## src/rtl/key_pkg.sv

```systemverilog
// Shared types and defaults for the keypad entry block: debouncer state
// encoding, the no-key code and the default build parameters.
package key_pkg;

    typedef enum logic [1:0] {
        ST_IDLE       = 2'd0,
        ST_PRESS_DB   = 2'd1,
        ST_HELD       = 2'd2,
        ST_RELEASE_DB = 2'd3
    } key_state_e;

    localparam logic [3:0] NO_KEY = 4'd0;
    localparam int DEBOUNCE_CYCLES_DEF = 4;
    localparam int DEPTH_DEF = 4;

    // Encoder codes 10..15 are not keys and behave like an idle keypad.
    function automatic logic [3:0] sanitize_code(input logic [3:0] code);
        return (code > 4'd9) ? NO_KEY : code;
    endfunction

endpackage

```

## src/rtl/key_entry_if.sv

```systemverilog
// Keypad entry bus: encoder input and clear in, debounced key and digit buffer out.
// key_valid is a single-cycle pulse with no backpressure; the sink must take it when it is high.
interface key_entry_if #(
    parameter int DEPTH = 4
) ();
    logic [3:0]         key_code;
    logic               clear;
    logic               key_valid;
    logic [3:0]         key_value;
    logic [4*DEPTH-1:0] digits;
    logic [3:0]         count;
    logic               full;
    logic               overflow;
    logic [1:0]         state;

    modport master (
        output key_code, clear,
        input  key_valid, key_value, digits, count, full, overflow, state
    );

    modport slave (
        input  key_code, clear,
        output key_valid, key_value, digits, count, full, overflow, state
    );
endinterface

```

## src/rtl/key_debounce.sv

```systemverilog
// Keypad debouncer: a press or release is accepted only after DEBOUNCE_CYCLES
// consecutive identical samples; each accepted press gives one key_valid pulse.
module key_debounce
    import key_pkg::*;
#(
    parameter int DEBOUNCE_CYCLES = DEBOUNCE_CYCLES_DEF
) (
    input  logic       clk,
    input  logic       rst_n,
    input  logic [3:0] key_code,
    output logic       accept,
    output logic [3:0] accept_code,
    output logic       key_valid,
    output logic [3:0] key_value,
    output key_state_e state
);
    localparam logic [3:0] LAST_CNT = 4'(DEBOUNCE_CYCLES - 1);

    logic [3:0] sample;
    logic [3:0] candidate;
    logic [3:0] counter;

    // accept fires on the edge where the press counter would reach DEBOUNCE_CYCLES,
    // so the buffer can update on the same edge that registers key_valid.
    always_comb begin
        sample      = sanitize_code(key_code);
        accept      = (state == ST_PRESS_DB) && (sample == candidate) &&
                      (sample != NO_KEY) && (counter == LAST_CNT);
        accept_code = candidate;
    end

    always_ff @(posedge clk) begin
        if (!rst_n) begin
            state     <= ST_IDLE;
            candidate <= NO_KEY;
            counter   <= 4'd0;
            key_valid <= 1'b0;
            key_value <= NO_KEY;
        end else begin
            key_valid <= 1'b0;
            case (state)
                ST_IDLE: begin
                    if (sample != NO_KEY) begin
                        candidate <= sample;
                        counter   <= 4'd1;
                        state     <= ST_PRESS_DB;
                    end
                end
                ST_PRESS_DB: begin
                    if (sample == NO_KEY) begin
                        state <= ST_IDLE;
                    end else if (sample == candidate) begin
                        counter <= counter + 4'd1;
                        if (accept) begin
                            state     <= ST_HELD;
                            key_valid <= 1'b1;
                            key_value <= candidate;
                        end
                    end else begin
                        candidate <= sample;
                        counter   <= 4'd1;
                    end
                end
                ST_HELD: begin
                    if (sample == NO_KEY) begin
                        counter <= 4'd1;
                        state   <= ST_RELEASE_DB;
                    end
                end
                ST_RELEASE_DB: begin
                    if (sample == NO_KEY) begin
                        counter <= counter + 4'd1;
                        if (counter == LAST_CNT) begin
                            state <= ST_IDLE;
                        end
                    end else begin
                        state <= ST_HELD;
                    end
                end
                default: state <= ST_IDLE;
            endcase
        end
    end
endmodule

```

## src/rtl/key_entry.sv

```systemverilog
// Keypad digit entry: debounced presses shift BCD digits into a DEPTH-nibble
// buffer, newest in the low nibble; presses into a full buffer set sticky overflow.
module key_entry
    import key_pkg::*;
#(
    parameter int DEBOUNCE_CYCLES = DEBOUNCE_CYCLES_DEF,
    parameter int DEPTH           = DEPTH_DEF
) (
    input  logic        clk,
    input  logic        rst_n,
    key_entry_if.slave  bus
);
    localparam logic [3:0] COUNT_MAX = 4'(DEPTH);

    logic               accept;
    logic [3:0]         accept_code;
    key_state_e         fsm_state;
    logic [4*DEPTH-1:0] digits;
    logic [3:0]         count;
    logic               overflow;

    key_debounce #(
        .DEBOUNCE_CYCLES (DEBOUNCE_CYCLES)
    ) u_debounce (
        .clk         (clk),
        .rst_n       (rst_n),
        .key_code    (bus.key_code),
        .accept      (accept),
        .accept_code (accept_code),
        .key_valid   (bus.key_valid),
        .key_value   (bus.key_value),
        .state       (fsm_state)
    );

    // Clear takes priority over a coinciding press; the debouncer still reports it.
    always_ff @(posedge clk) begin
        if (!rst_n) begin
            digits   <= '0;
            count    <= 4'd0;
            overflow <= 1'b0;
        end else if (bus.clear) begin
            digits   <= '0;
            count    <= 4'd0;
            overflow <= 1'b0;
        end else if (accept) begin
            if (count < COUNT_MAX) begin
                digits <= (digits << 4) | (4*DEPTH)'(accept_code);
                count  <= count + 4'd1;
            end else begin
                overflow <= 1'b1;
            end
        end
    end

    assign bus.digits   = digits;
    assign bus.count    = count;
    assign bus.overflow = overflow;
    assign bus.full     = (count == COUNT_MAX);
    assign bus.state    = fsm_state;
endmodule

```

## src/flat_wrapper.sv

```systemverilog
// flat-port wrapper written by rule: the top's interface ports become plain ports
module key_entry_flat import key_pkg::*;
#(
    parameter int DEBOUNCE_CYCLES = DEBOUNCE_CYCLES_DEF,
    parameter int DEPTH           = DEPTH_DEF
)
  (clk, rst_n, bus_key_code, bus_clear, bus_key_valid, bus_key_value, bus_digits, bus_count, bus_full, bus_overflow, bus_state);
  key_entry_if #(.DEPTH(DEPTH)) bus_i ();
  input  logic clk;
  input  logic rst_n;
  input wire logic [$bits(bus_i.key_code)-1:0] bus_key_code;
  input wire logic [$bits(bus_i.clear)-1:0] bus_clear;
  output wire logic [$bits(bus_i.key_valid)-1:0] bus_key_valid;
  output wire logic [$bits(bus_i.key_value)-1:0] bus_key_value;
  output wire logic [$bits(bus_i.digits)-1:0] bus_digits;
  output wire logic [$bits(bus_i.count)-1:0] bus_count;
  output wire logic [$bits(bus_i.full)-1:0] bus_full;
  output wire logic [$bits(bus_i.overflow)-1:0] bus_overflow;
  output wire logic [$bits(bus_i.state)-1:0] bus_state;
  assign bus_i.key_code = bus_key_code;
  assign bus_i.clear = bus_clear;
  assign bus_key_valid = bus_i.key_valid;
  assign bus_key_value = bus_i.key_value;
  assign bus_digits = bus_i.digits;
  assign bus_count = bus_i.count;
  assign bus_full = bus_i.full;
  assign bus_overflow = bus_i.overflow;
  assign bus_state = bus_i.state;
  key_entry #(.DEBOUNCE_CYCLES(DEBOUNCE_CYCLES), .DEPTH(DEPTH)) u_core (.clk(clk), .rst_n(rst_n), .bus(bus_i));
endmodule
```

## config.mk

```make
export PLATFORM = sky130hd
export DESIGN_NAME = key_entry_flat
export DESIGN_NICKNAME = d
export VERILOG_FILES = /design/src/rtl/key_pkg.sv /design/src/rtl/key_entry_if.sv /design/src/rtl/key_debounce.sv /design/src/rtl/key_entry.sv /design/src/flat_wrapper.sv
export SDC_FILE = /design/constraint.sdc
export NUM_CORES = 1
export LEC_CHECK = 0
export ABC_AREA = 1
export CAP_MARGIN = 10
export CORE_MARGIN = 4
export CORE_UTILIZATION = 35
export DETAILED_ROUTE_END_ITERATION = 7
export PLACE_DENSITY_LB_ADDON = 0.2
export SYNTH_ARGS = -nofsm -noshare
export SYNTH_HDL_FRONTEND = slang
export SYNTH_SLANG_ARGS = --single-unit
```

## constraint.sdc

```tcl
create_clock -name clk -period 3.75 [get_ports clk]
set_clock_uncertainty 0.15 [all_clocks]
set_input_delay 0.75 -clock clk [delete_from_list [all_inputs] [get_ports clk]]
set_output_delay 0.75 -clock clk [all_outputs]
set_load 0.01 [all_outputs]
```

==> results of run 1 <==
-- per-layer routing --
metal | routed length, um | share of wire, % | global-route usage (%) | vias up
li1 | - | - | - | 875
met1 | 1760 | 50 | 16.5 | 668
met2 | 1500 | 43 | 19.3 | 38
met3 | 179 | 5.1 | 2.87 | 4
met4 | 55 | 1.6 | 5.59 | 0
met5 | 0 | 0 | 0 | -
-- stage by stage --
step	setup slack, ns	util [%]	instances	hold slack (ns)	instance area (um2)
after global placement	0.983	44.7	358	0.307	2130
final	1.25	46.5	366	0.314	2210
after global routing	0.999	46.5	366	0.355	2210
after detailed placement	0.928	44.7	358	0.306	2130
after CTS	1.22	46.5	366	0.318	2210
after floorplan	1.70	-	260	0.293	1720
-- cells in the mapped netlist, drive strengths merged --
cell / count / area [um2]
nand2: 71 / 277
nor2: 62 / 248
inv: 38 / 143
dfxtp: 36 / 721
nand3: 18 / 103
o21ai: 8 / 40.0
a21oi: 7 / 35.0
nand4: 7 / 43.8
buf: 3 / 27.5
ha: 3 / 37.5
clkbuf: 2 / 7.51
xor2: 2 / 17.5
a31oi: 1 / 6.26
and2: 1 / 6.26
o21a: 1 / 7.51
-- area by class of cell --
type / count / area [um2] / area share [%]
multi-input cells: 181 / 821 / 37.1
repair buffers: 36 / 358 / 16.2
flip-flops and latches: 36 / 721 / 32.6
inverters: 38 / 143 / 6.45
well taps: 67 / 83.8 / 3.79
clock inverters: 1 / 8.76 / 0.396
clock buffers: 7 / 76.3 / 3.45
-- power groups by stage --
stage | logic, uW | registers, uW | clock network, uW
after floorplan | 77.2 | 411 | 0
after global placement | 108 | 412 | 0
after detailed placement | 108 | 412 | 0
after CTS | 109 | 403 | 276
after global routing | 126 | 405 | 290
final | 108 | 404 | 263
-- state kept, by name, indices dropped and copies added, names as in the netlist, named ones only --
signal	flops
u_core.bus.digits	16
u_core.bus.count	4
u_core.u_debounce.accept_code	4
u_core.u_debounce.counter	4
u_core.u_debounce.key_value	4
u_core.bus.overflow	1
u_core.u_debounce.key_valid	1
u_core.u_debounce.state	1
-- worst max-delay path: stages --
cell             delay, ns
clkdlybuf4s50_1       0.48
inv_2                 0.11
nand2_1               0.10
inv_2                 0.08
nand2_1               0.04
nand2_1               0.06
nand3_1               0.11
nor2_4                0.23
nand3_4               0.31
nor2_1                0.19
nor2_1                0.06
-- cell families after synthesis --
family | count (synthesis)
AND/OR/NAND/NOR | 159
buffers and inverters | 43
flip-flops | 36
AO/OA/AOI/OAI | 17
adder cells (fa/ha/maj) | 3
XOR/XNOR | 2
-- how the worst max path moves through the flow --
stage               startpoint              endpoint  slack, ns  depth (start not counted)
6_report       bus_key_code[3]  u_core.bus.digits[8]       1.25                         11
5_1_grt        bus_key_code[3]  u_core.bus.digits[8]        1.0                         11
4_1_cts        bus_key_code[3]   u_core.bus.count[0]       1.22                         12
3_5_place_dp   bus_key_code[3]   u_core.bus.count[1]       0.93                         11
3_3_place_gp   bus_key_code[3]   u_core.bus.count[1]       0.98                         10
2_1_floorplan  bus_key_code[1]   u_core.bus.count[1]       1.70                          9
==> flow_metrics.py, run 1 <==
metrics = {
    "power_and_ir_drop": {
        "power_uw": 775,
        "power.leakage_uw": 0.00104,
        "ir_drop_uv": 176,
        "p_sw_uw": 211,
        "clockPowerShare_pct": 34.0,
        "p_int_uw": 564,
        "power_density_nw_per_um2": 351,
        "swShare_pct": 27.2,
        "p_seq_share_pct": 52.1,
        "comb_power_share_pct": 14.0,
    },
    "worst_hold_path": {
        "hp-class": "reg2reg",
        "min-delay-start": "u_core.bus.count[3]",
        "hold_path_end": "u_core.bus.count[3]",
        "whs_path_depth": 2,
    },
    "clock_tree": {
        "cts_setup_buffers": 0,
        "clk_pin_slew_ns": 0.07,
        "clk_latency_ns": 0.28,
        "cts_htree_levels": 2,
        "cts_made_buffers": 5,
        "cts_tree": "built",
        "cts_resized": 0,
        "clk_path_buf_depth": 2,
        "clock_sinks": 36,
        "root_buffer": "clkbuf_8",
        "cts.hold.buffers_added": 0,
    },
    "logic_synthesis": {
        "synth_compound_area_share_pct": 5.17,
        "synth.distinct_cells": 20,
        "synth_top_family_by_area": "simple AND/OR/NAND/NOR gates",
        "synth_area_um2": 1720,
        "ys_ff_latch": 36,
        "syn_area_per_cell_um2": 6.61,
        "muxShareOfSynthArea_pct": 0,
        "synth-adder-area-share_pct": 2.18,
        "syn_inst": 260,
        "yosys.area_share.simple_pct": 39.4,
        "ys_seq_area_share_pct": 41.9,
        "synthXorXnorAreaFrac_pct": 1.02,
        "synth.net_count": 270,
        "ys_warn_count": 0,
    },
    "route": {
        "ant_nets": 0,
        "via_per_inst": 4.33,
        "totalWireLength_um": 3500,
        "dr.pass1.iters": 4,
        "route.detailed.drc": 0,
        "wl_per_cell_um": 9.55,
        "route.vias.total": 1585,
        "dr.first_iter.drc_count": 90,
    },
    "setup_path": {
        "r2r_slack_ns": 1.83,
        "critPathMaxFanout": 31,
        "required_ns": 3.78,
        "r2r_end": "u_core.bus.digits[8]",
        "r2r.worst_path.cells": 8,
        "cp-end-kind": "flop",
        "worst_ep_arrival_time_ns": 2.52,
        "crit_type": "in2reg",
        "critPathLaunchType": "input pin",
        "timing.rr.start": "u_core.u_debounce.counter[0]",
    },
    "global_routing": {
        "antenna_found_initial": 0,
        "grt_overflow": 0,
        "grt_pass1_wl_um": 6270,
        "grt_pass1_vias": 1464,
        "grt_usage_pct": 12.5,
        "grt_max_degree": 32,
    },
    "sta": {
        "setup_violations": 0,
        "post-route-period-util_pct": 66.6,
        "clock.fmax_mhz": 400,
        "drv_slew": 0,
        "period_needed_ns": 2.50,
        "hold_viol_final": 0,
        "tns_ns": 0,
        "tightest_slew_ns": 0.580,
        "maxSlewHeadroom_pct": 61.2,
        "rsz0062_at_grt": "no",
    },
    "final_layout": {
        "drive_above_1_share_pct": 5.69,
        "antenna_cells": 0,
        "area_growth_pct": 28.6,
        "layout_common_cells": "67 x nand2_1, 60 x nor2_1, 36 x dfxtp_1",
        "fillers": 517,
        "fin_nets": 308,
        "final_common_cell": "nand2_1",
    },
    "floorplan": {
        "io_pins": 36,
        "dieArea_um2": 6100,
        "num_rows": 25,
        "die_h_um": 78.1,
        "start_util_pct": 36.2,
        "die_w_um": 78.1,
        "core_area_um2": 4750,
    },
    "placement": {
        "port_buffers": 35,
        "hpwl_um": 2630,
        "gp_routability_congestion": 0.885,
    },
    "flow_run": {
        "drv_cap": 0,
    },
    "run_status": {
        "status": "complete, no violations",
    },
}
Power figures use the tool's default switching activity.
==> inputs of run 2 (changes only) <==
==> constraint.sdc (replaced) <==
create_clock -name clk -period 2.6 [get_ports clk]
set_clock_uncertainty 0.15 [all_clocks]
set_input_delay 0.52 -clock clk [delete_from_list [all_inputs] [get_ports clk]]
set_output_delay 0.52 -clock clk [all_outputs]
set_load 0.01 [all_outputs]
==> run 2 against run 1 <==
Net effect:
- non-clock buffer count up 4
- die area unchanged
- sequential power up 44%
- global-route usage up 0.82 points
- largest cell class unchanged
==> flow_metrics.py, run 2 (synthesized netlist as in run 1, its figures left out) <==
metrics = {
    "run_status": {
        "status": "complete, no violations",
    },
    "global_routing": {
        "grt_max_degree": 32,
        "grt_pass1_vias": 1505,
        "grt_pass1_wl_um": 6580,
        "grt_overflow": 0,
        "grt_usage_pct": 13.3,
        "antenna_found_initial": 0,
    },
    "clock_tree": {
        "root_buffer": "clkbuf_8",
        "clk_latency_ns": 0.29,
        "clk_pin_slew_ns": 0.07,
        "cts_tree": "built",
        "cts_setup_buffers": 0,
        "cts.hold.buffers_added": 0,
        "cts_made_buffers": 5,
        "cts_htree_levels": 2,
        "clock_sinks": 36,
        "clk_path_buf_depth": 2,
        "cts_resized": 0,
    },
    "final_layout": {
        "top_register": "u_core.bus.digits",
        "final_common_cell": "nand2_1",
        "final_cells": 370,
        "area_growth_pct": 30.3,
        "layout_common_cells": "67 x nand2_1, 60 x nor2_1, 36 x dfxtp_1",
        "fin_nets": 312,
        "largest_reg_flops": 16,
        "antenna_cells": 0,
        "drive_above_1_share_pct": 6.93,
    },
    "power_and_ir_drop": {
        "power_uw": 1140,
        "swShare_pct": 28.1,
        "clockPowerShare_pct": 34.5,
        "p_sw_uw": 320,
        "comb_power_share_pct": 14.4,
        "power_density_nw_per_um2": 508,
        "power.leakage_uw": 0.00106,
        "p_int_uw": 818,
        "p_seq_share_pct": 51.1,
        "ir_drop_uv": 284,
    },
    "route": {
        "met3_wirelength_um": 257,
        "dr.max_layer_used": "met4",
        "totalWireLength_um": 3690,
        "wl_met1_um": 1800,
        "wl_per_cell_um": 9.97,
        "dr.first_iter.drc_count": 97,
        "dr.pass1.iters": 5,
        "route.detailed.drc": 0,
        "route.vias.total": 1613,
        "ant_nets": 0,
        "wl_met2_um": 1570,
        "via_per_inst": 4.36,
    },
    "floorplan": {
        "die_w_um": 78.1,
        "die_h_um": 78.1,
        "start_util_pct": 36.2,
        "core_area_um2": 4750,
        "io_pins": 36,
        "num_rows": 25,
        "dieArea_um2": 6100,
    },
    "setup_path": {
        "path_buf_inv": 1,
        "r2r_slack_ns": 0.76,
        "cp_common_cell": "nand2_1",
        "cp-end-kind": "flop",
        "slowest_stage": "clkdlybuf4s50_1",
        "cpPeakStageDelay_ns": 0.45,
        "worst_ep_arrival_time_ns": 2.30,
        "required_ns": 2.67,
        "path_delay_family": "simple AND/OR/NAND/NOR gates",
        "crit_type": "in2reg",
        "critPathMaxFanout": 31,
        "path_cells": "clkdlybuf4s50_1 -> nor2_1 -> nand2_1 -> nand2_1 -> nand3_1 -> nor2_4 -> nand3_4 -> nand2_1 -> nand2_1 -> nor2_1",
        "critPathLaunchType": "input pin",
    },
    "sta": {
        "rsz0062_at_grt": "no",
        "whs_ns": 0.328,
        "setup_violations": 0,
        "maxSlewHeadroom_pct": 78.0,
        "tightest_slew_ns": 0.330,
        "tns_ns": 0,
        "clock.fmax_mhz": 450,
        "drv_slew": 0,
        "post-route-period-util_pct": 85.5,
        "hold_viol_final": 0,
        "period_needed_ns": 2.22,
    },
    "placement": {
        "port_buffers": 35,
        "gp_routability_congestion": 0.873,
        "place_inst": 362,
        "hpwl_um": 2720,
    },
    "worst_hold_path": {
        "hp-class": "reg2reg",
    },
    "flow_run": {
        "drv_cap": 0,
    },
}
-- run 2: final timing paths --
| check | cells after the start | start | to |
|---|---|---|---|
| max | 10 | bus_key_code[2] | u_core.bus.digits[3] |
| min | 2 | u_core.bus.count[3] | u_core.bus.count[3] |
| max reg2reg | 9 | u_core.u_debounce.counter[0] | u_core.bus.digits[3] |
| min reg2reg | 2 | u_core.bus.count[3] | u_core.bus.count[3] |
-- run 2: worst register-to-register path, cell delays in order, from the launching register on --
cell,delay (ns)
dfxtp_1,0.37
ha_1,0.19
nand2_1,0.06
nor2_1,0.13
nand2_1,0.11
nor2_4,0.17
nand3_4,0.28
nand2_1,0.15
nand2_1,0.06
nor2_1,0.10
-- run 2: power by group through the flow --
stage | Sequential (uW) | Clock, uW | Combinational, uW
after floorplan | 592 | 0 | 111
after global placement | 595 | 0 | 163
after detailed placement | 594 | 0 | 163
after CTS | 582 | 403 | 163
after global routing | 584 | 430 | 187
final | 582 | 393 | 163
-- run 2: cell type report --
cell class | instances | area (um2)
timing repair buffer | 40 | 388
clock inverter | 1 | 8.76
multi-input combinational | 181 | 821
fill | 518 | 2510
clock buffer | 7 | 76.3
tap | 67 | 83.8
sequential | 36 | 721
inverter | 38 | 143
-- run 2: metrics by stage --
step / cell area (um2) / utilization (%) / setup slack [ns]
2_1_floorplan: 1720 / - / 0.778
3_3_place_gp: 2160 / 45.3 / 0.153
3_5_place_dp: 2160 / 45.3 / 0.109
4_1_cts: 2240 / 47.1 / 0.392
5_1_grt: 2240 / 47.1 / 0.169
6_report: 2240 / 47.1 / 0.377
-- run 2: layer usage --
layer,track usage (%),vias to the layer above
li1,-,880
met1,16.1,688
met2,21.5,38
met3,4.93,7
met4,4.72,0
met5,0,-
==> inputs of run 3 (changes only) <==
--- a/config.mk
+++ b/config.mk
@@ -10,6 +10,7 @@
 export CORE_MARGIN = 4
 export CORE_UTILIZATION = 35
 export DETAILED_ROUTE_END_ITERATION = 7
+export DONT_BUFFER_PORTS = 1
 export PLACE_DENSITY_LB_ADDON = 0.2
 export SYNTH_ARGS = -nofsm -noshare
 export SYNTH_HDL_FRONTEND = slang
==> run 3 against run 2 <==
Net effect:
- sequential share of layout area grew 6.3 points
- total power is 0.47% lower
- final area down 16%
- first-iteration DRC count shrank 15%
- global-route usage about the same
- sequential power about the same
- critical path type is now reg2reg
- highest routed layer unchanged
==> flow_metrics.py, run 3 (synthesized netlist as in run 1, its figures left out) <==
metrics = {
    "setup_path": {
        "cpPeakStageDelay_ns": 0.39,
        "required_ns": 2.67,
        "path_delay_family": "simple AND/OR/NAND/NOR gates",
        "timing.rr.start": "u_core.u_debounce.counter[0]",
        "r2r.worst_path.cells": 9,
        "cp-end-kind": "flop",
        "worst_ep_arrival_time_ns": 1.98,
        "r2r_end": "u_core.bus.count[1]",
        "cp_common_cell": "nand2_1",
        "path_cells": "ha_1 -> nand2_1 -> nor2_1 -> nand2_1 -> nor2_4 -> nand3_4 -> nand2_1 -> nand2_1 -> nor2_1",
        "crit_type": "reg2reg",
        "critPathLaunchType": "flop",
        "critPathMaxFanout": 31,
        "r2r_slack_ns": 0.69,
        "path_buf_inv": 0,
        "slowest_stage": "dfxtp_1",
    },
    "clock_tree": {
        "cts_resized": 0,
        "clk_pin_slew_ns": 0.07,
        "root_buffer": "clkbuf_8",
        "clk_path_buf_depth": 2,
        "clock_sinks": 36,
        "cts.hold.buffers_added": 0,
        "cts_tree": "built",
        "cts_setup_buffers": 0,
        "cts_htree_levels": 2,
        "cts_made_buffers": 5,
        "clk_latency_ns": 0.28,
    },
    "worst_hold_path": {
        "hp-class": "in2reg",
        "whs_path_depth": 2,
        "hold_path_end": "u_core.u_debounce.accept_code[0]",
        "min-delay-start": "rst_n",
    },
    "power_and_ir_drop": {
        "power_density_nw_per_um2": 605,
        "ir_drop_uv": 225,
        "power_uw": 1130,
        "power.leakage_uw": 0.000922,
    },
    "final_layout": {
        "area_growth_pct": 8.95,
        "layout_common_cells": "67 x nand2_1, 60 x nor2_1, 36 x dfxtp_1",
        "seq_area_um2": 721,
        "antenna_cells": 0,
        "fin_nets": 274,
        "multiInputGateArea_um2": 821,
        "top_register": "u_core.bus.digits",
        "final_cells": 332,
        "fillers": 528,
        "final_common_cell": "nand2_1",
        "drive_above_1_share_pct": 6.79,
        "largest_reg_flops": 16,
    },
    "floorplan": {
        "dieArea_um2": 6100,
        "io_pins": 36,
        "num_rows": 25,
        "core_area_um2": 4750,
        "start_util_pct": 36.2,
        "die_h_um": 78.1,
        "die_w_um": 78.1,
    },
    "global_routing": {
        "grt_pass1_wl_um": 6420,
        "grt_max_degree": 32,
        "grt_pass1_vias": 1363,
        "grt_overflow": 0,
        "grt_usage_pct": 13.2,
        "antenna_found_initial": 0,
    },
    "route": {
        "ant_nets": 0,
        "via_per_inst": 4.46,
        "dr.first_iter.drc_count": 82,
        "route.vias.total": 1481,
        "route.detailed.drc": 0,
        "dr.pass1.iters": 4,
        "wl_per_cell_um": 11.0,
        "totalWireLength_um": 3640,
    },
    "run_status": {
        "status": "complete, no violations",
    },
    "placement": {
        "port_buffers": 0,
        "hpwl_um": 2690,
        "place_inst": 324,
        "gp_routability_congestion": 0.791,
    },
    "sta": {
        "drv_slew": 0,
        "tightest_slew_ns": 0.524,
        "clock.fmax_mhz": 522,
        "maxSlewHeadroom_pct": 64.9,
        "rsz0062_at_grt": "no",
        "hold_viol_final": 0,
        "post-route-period-util_pct": 73.6,
        "setup_violations": 0,
        "period_needed_ns": 1.91,
        "tns_ns": 0,
        "whs_ns": 0.208,
    },
    "flow_run": {
        "drv_cap": 0,
    },
}
run 3: cell type report:
cell class / instances / share of cell area (%)
clock buffer: 8 / 4.81
inverter: 38 / 7.62
multi-input combinational: 181 / 43.8
sequential: 36 / 38.5
tap: 67 / 4.48
timing repair buffer: 2 / 0.802
run 3: metrics by stage:
stage / cell area (um2) / utilization [%] / setup slack [ns]
finish: 1870 / 39.4 / 0.686
global route: 1870 / 39.4 / 0.406
CTS: 1870 / 39.4 / 0.670
detailed placement: 1780 / 37.5 / 0.508
global placement: 1780 / 37.5 / 0.557
floorplan: 1720 / - / 0.778
run 3: how the worst max path moves through the flow:
stage	startpoint	end	slack, ns	cells past startpoint
6_report	u_core.u_debounce.counter[0]	u_core.bus.count[1]	0.69	9
5_1_grt	u_core.u_debounce.counter[0]	u_core.bus.digits[5]	0.41	9
2_1_floorplan	bus_key_code[1]	u_core.bus.count[1]	0.78	9
3_3_place_gp	bus_key_code[1]	u_core.bus.digits[8]	0.56	8
4_1_cts	u_core.u_debounce.counter[0]	u_core.bus.digits[15]	0.67	9
3_5_place_dp	bus_key_code[1]	u_core.bus.count[1]	0.51	9
run 3: power by group:
group / total, uW / switching, uW / leakage (uW) / internal (uW)
logic: 136 / 93.5 / 0.000585 / 42.1
registers: 585 / 18.3 / 0.000292 / 567
clock network: 412 / 196 / 0.0000455 / 216
total: 1130 / 308 / 0.000922 / 825
run 3: worst reg2reg max path: cells and delay by family (launching register included):
kind | cells | cell delay (ns)
flops | 1 | 0.39
simple gates | 8 | 1.10
fa+ha+maj | 1 | 0.21
run 3: routing by layer:
metal	GRT usage (%)	vias to the layer above	wire length, um
met5	0	-	0
li1	-	800	-
met2	19.3	37	1560
met1	17.5	642	1760
met3	3.90	2	298
met4	7.17	0	28
